==> src/rtl/lfsr_seq_monitor.sv <==
// Sequence checker for the 3-bit shift-register generator: locks on SEED,
// predicts each following state and reports position, wraps and mismatches.
module lfsr_seq_monitor #(
    parameter int         ERR_LIMIT = 3,
    parameter logic [2:0] SEED      = 3'b100
) (
    input  logic       CLK,
    input  logic       RESET_L,
    input  logic       EN,
    input  logic [2:0] X,
    output logic       LOCK,
    output logic [2:0] STEP,
    output logic       WRAP,
    output logic       ERR,
    output logic [7:0] ERR_CNT
);

    typedef enum logic {HUNT, TRACK} state_t;

    localparam logic [2:0] LIMIT = 3'(ERR_LIMIT);

    state_t     state;
    logic [2:0] exp_x;
    logic [2:0] miss;
    logic [2:0] miss_inc;

    function automatic logic [2:0] nxt(input logic [2:0] v);
        return {~(v[2] | v[1]) ^ v[1] ^ v[0], v[2], v[1]};
    endfunction

    // Position = number of generator steps from SEED; the period is 8, so
    // every value is reached exactly once in the walk.
    function automatic logic [2:0] pos(input logic [2:0] v);
        logic [2:0] s;
        logic [2:0] p;
        s = SEED;
        p = 3'd0;
        for (int i = 0; i < 8; i++) begin
            if (s == v) p = 3'(i);
            s = nxt(s);
        end
        return p;
    endfunction

    assign miss_inc = miss + 3'd1;

    always_ff @(posedge CLK) begin
        if (!RESET_L) begin
            state   <= HUNT;
            exp_x   <= SEED;
            miss    <= 3'd0;
            LOCK    <= 1'b0;
            STEP    <= 3'd0;
            WRAP    <= 1'b0;
            ERR     <= 1'b0;
            ERR_CNT <= 8'd0;
        end else begin
            WRAP <= 1'b0;
            ERR  <= 1'b0;
            if (EN) begin
                case (state)
                    HUNT: begin
                        if (X == SEED) begin
                            state <= TRACK;
                            LOCK  <= 1'b1;
                            exp_x <= nxt(SEED);
                            miss  <= 3'd0;
                            STEP  <= 3'd0;
                        end
                    end
                    TRACK: begin
                        STEP  <= pos(X);
                        exp_x <= nxt(X);
                        if (X == exp_x) begin
                            miss <= 3'd0;
                            WRAP <= (X == SEED);
                        end else begin
                            ERR <= 1'b1;
                            if (ERR_CNT != 8'hFF) ERR_CNT <= ERR_CNT + 8'd1;
                            // Too many misses in a row: drop lock and rehunt
                            if (miss_inc == LIMIT) begin
                                state <= HUNT;
                                LOCK  <= 1'b0;
                                miss  <= 3'd0;
                            end else begin
                                miss <= miss_inc;
                            end
                        end
                    end
                    default: state <= HUNT;
                endcase
            end
        end
    end

endmodule

==> config.mk <==
export PLATFORM = sky130hd
export DESIGN_NAME = lfsr_seq_monitor
export DESIGN_NICKNAME = d
export VERILOG_FILES = /design/src/rtl/lfsr_seq_monitor.sv
export SDC_FILE = /design/constraint.sdc
export NUM_CORES = 1
export LEC_CHECK = 0
export BUFFER_PORTS_ARGS = -buffer_cell sky130_fd_sc_hd__buf_2
export CORE_ASPECT_RATIO = 1.5
export CORE_MARGIN = 4
export CORE_UTILIZATION = 45
export DETAILED_ROUTE_END_ITERATION = 16
export PLACE_DENSITY = 0.67
export SLEW_MARGIN = 10
export SYNTH_ARGS = -nofsm -noshare
export SYNTH_HDL_FRONTEND = slang
export SYNTH_SLANG_ARGS = --single-unit
export TNS_END_PERCENT = 10
==> constraint.sdc <==
create_clock -name CLK -period 2.2 [get_ports CLK]
set_clock_uncertainty 0.2 [all_clocks]
set_input_delay 0.44 -clock CLK [delete_from_list [all_inputs] [get_ports CLK]]
set_output_delay 0.44 -clock CLK [all_outputs]
set_load 0.05 [all_outputs]
==> metrics.md <==
| Metric | Value |
|---|---|
| Outcome | finished, final reports clean |
| Ys Warns | 0 |
| Syn Inst Count | between 100 and 150 |
| Fmax | 520.2 MHz |
| DR WL/cell | 13.51 um |
| Slew Viols, Final | 0 |
| Synth area leaders | dfxtp_1 41%, a21oi_1 5.4%, o21ai_0 5.4% |
| Crit path largest cell delay | 0.74 ns |
| Setup crit start kind | flop |
| Clk Latency, worst-skew pair | approximately 0.31 ns |
| Syn Nets | between 100 and 150 |
| Filler cells | between 200 and 250 |
| Kind of cell adding the most delay to the critical path | compound AO/OA/AOI/OAI gates |
| Multi-input gate area | 569.3 um^2 |
| Reg area | 420.4 um^2 |
| Number of hold buffers added after CTS | 0 |
| Total Wirelength | 2175 um |
| Internal reg-to-reg setup slack | 0.28 ns |
| CTS Sinks | 21 |
| DRT antenna net count | 0 |
| Initial DRC Count | 13 |
| DRC viols | 0 |
| Total GRT Usage | 0.1658 |
| VDD IR max | approximately 0.34 mV |
| Cell Area, Synth | 1025 um^2 |
| Synth cell types | 40 |
| Number of global-route vias before repair | 889 |
| Worst hold-check path type | in2reg |
| Sequential area share after synthesis | 0.4103 |
| Critical path startpoint | exp_x[2] |
| Critical path cell sequence | xor2_1 > o31ai_2 > o21ai_0 > a21oi_1 |
| Critical path class | reg2reg |
| Die X | 46.97 um |
| CTS buffer count | 3 |
| Vias per Instance | 5.882 |
| Layout cell share with drive strength beyond 1 | 0.2230 |
| # rows | 20 |
| Crit-path max FO | 13 |
| DIE AREA | 3121 um^2 |
| Worst setup EP type | flop |
| Final hold violations | 0 |
| Setup violations, final | 0 |
| Most common cell in the netlist | dfxtp_1 |
| Setup Buffers After CTS | 0 |
| Starting Density | 0.4875 |
| Hold Startpoint | EN |
| RSZ-0062 raised after global routing | false |
| Post-synth EDFFs | 0 |
| Yosys top cell by area | dfxtp_1 |
| Pwr per Cell Area | 543.2 nW/um^2 |
| Area grow syn2layout | 14.53% |
| Die Height | between 60 and 70 um |
| RR Endpoint | ERR_CNT[1] |
| Final core utilization | 0.5583 |
| Endpoint, Worst Hold | STEP[0] |
| H-tree depth | 1 |
| Grt ovf | 0 |
| CTS clk-pin slew, worst paths | 0.12 ns |
| CTS tree | done |
| Worst EP required | 2.25 ns |
| Hold Path Cell Cnt | 2 |
| FFs w/ async S/R, synth | 0 |
| Post-cts resize count | 0 |
| Syn avg cell area | 8.684 um^2 |
| Hpwl dp | roughly 1600 um |
| Initial antenna violation count | 0 |
| RePlAce Congestion | roughly 0.80 |
| Ys flop type | dfxtp_1 |
| Min cycle time layout | slightly below 2 ns |
| Buf/Inv on CP | 0 |
| Max-cap violations | 0 |
| Number of diodes | 0 |
| I/O Pins | 20 |
| Worst slew margin | 0.4459 |
| Arrival time at the worst endpoint | just under 2 ns |
| Worst r2r path cells | 4 |
| Clock Path Buffers | 2 |
| Tcrit/Tclk final | 0.8737 |
| PortBufs | 19 |
| CP max-delay cell | o31ai_2 |
| Lkg Pwr | 0.4653 nW |
| Setup_tns | 0 ns |
| Via count | between 900 and 1000 |
| Largest net degree at the start of global routing | 14 |
| Post-synth top cells | 21 x dfxtp_1, 11 x a21oi_1, 11 x o21ai_0 |
| FF+latch count, synth | 21 |
| Core ar. | 2102 um^2 |
| Root buffer cell | clkbuf_4 |
| Nets | approximately 150 |
| Global-route wire length before repair | 3815 um |
| Pre-antenna DRT Iters | 4 |
| Actual slew at the worst max-slew pin | 0.8262 ns |
| Synth top area share | 0.4103 |
| Reg-to-Reg Start | exp_x[2] |
[worst reg2reg max path, delay by kind of cell, from the launching register on]
family	cells	cell delay, ns
compound gates	3	1.13
xor+xnor	1	0.19
flops	1	0.34
[logic make-up after synthesis]
family          Yosys count  share of synthesized area
simple gates             46                     0.2576
xor+xnor                  4                    0.04152
buf+inv                   8                    0.03418
flops                    21                     0.4103
mux                       1                   0.009768
fa+ha+maj                 3                    0.03663
compound gates           35                     0.2100
[metrics by stage]
stage               area [um^2]  setup slack, ns  hold WS [ns]  instances  total power (W)
detailed placement         1146          0.06390        0.2597        157        0.0004585
finish                     1174           0.2778        0.1701        161        0.0006375
global placement           1146           0.1288        0.2454        157        0.0004565
floorplan                  1025           0.2192        0.2533        118        0.0004375
global route               1174           0.1232        0.1785        161        0.0006770
CTS                        1174           0.2773        0.1646        161        0.0006476
[power by group]
part,internal (W),switching (W),leakage (nW),total (W)
clock network,0.0000680,0.000120,0.0177,0.000188
logic,0.0000192,0.0000397,0.278,0.0000589
registers,0.000386,0.00000459,0.170,0.000390
total,0.000473,0.000164,0.465,0.000637
[metal layers]
metal / track usage / vias up / share of wire
met1: 0.1802 / 433 / 0.40
met5: 0 / - / 0
li1: - / 476 / -
met4: 0.08651 / 0 / 0.023
met3: 0.02725 / 5 / 0.060
met2: 0.2891 / 33 / 0.51
[state kept, by name (all words and copies together), names as in the netlist]
name	flops
ERR_CNT	8
exp_x	3
miss	3
WRAP	1
STEP	3
ERR	1
state	1
LOCK	1
[layout make-up]
| type | instances | share of cell area |
|---|---|---|
| multi-input cells | 89 | 0.4851 |
| flip-flops and latches | 21 | 0.3582 |
| repair buffers | 22 | 0.1002 |
| well taps | 22 | 0.02345 |
| clock buffers | 3 | 0.01919 |
| inverters | 3 | 0.009595 |
| clock inverters | 1 | 0.004264 |
[how the worst max path moves through the flow]
stage                            end  slack, ns  depth (start not counted)
final                     ERR_CNT[1]       0.28                          4
after floorplan           ERR_CNT[4]       0.22                          6
after global routing      ERR_CNT[1]       0.12                          4
after global placement    ERR_CNT[6]       0.13                          5
after CTS                 ERR_CNT[1]       0.28                          4
after detailed placement  ERR_CNT[1]       0.06                          5
[placed cells by master, fill, tap and decap left out, types with 2 or more instances in the layout]
| cell | n |
|---|---|
| nand3b_1 | 4 |
| inv_1 | 3 |
| or4_1 | 3 |
| nor2_1 | 8 |
| buf_4 | 3 |
| xor2_1 | 2 |
| dfxtp_1 | 21 |
| a21oi_1 | 11 |
| o31ai_1 | 2 |
| nand2_1 | 10 |
| buf_2 | 19 |
| clkbuf_4 | 3 |
| a22oi_1 | 3 |
| nor2b_1 | 2 |
| nor4_1 | 2 |
| a211oi_1 | 2 |
| ha_1 | 3 |
| nand3_1 | 5 |
| o21ai_0 | 11 |
Note: power is estimated with default switching activity, not from simulation.
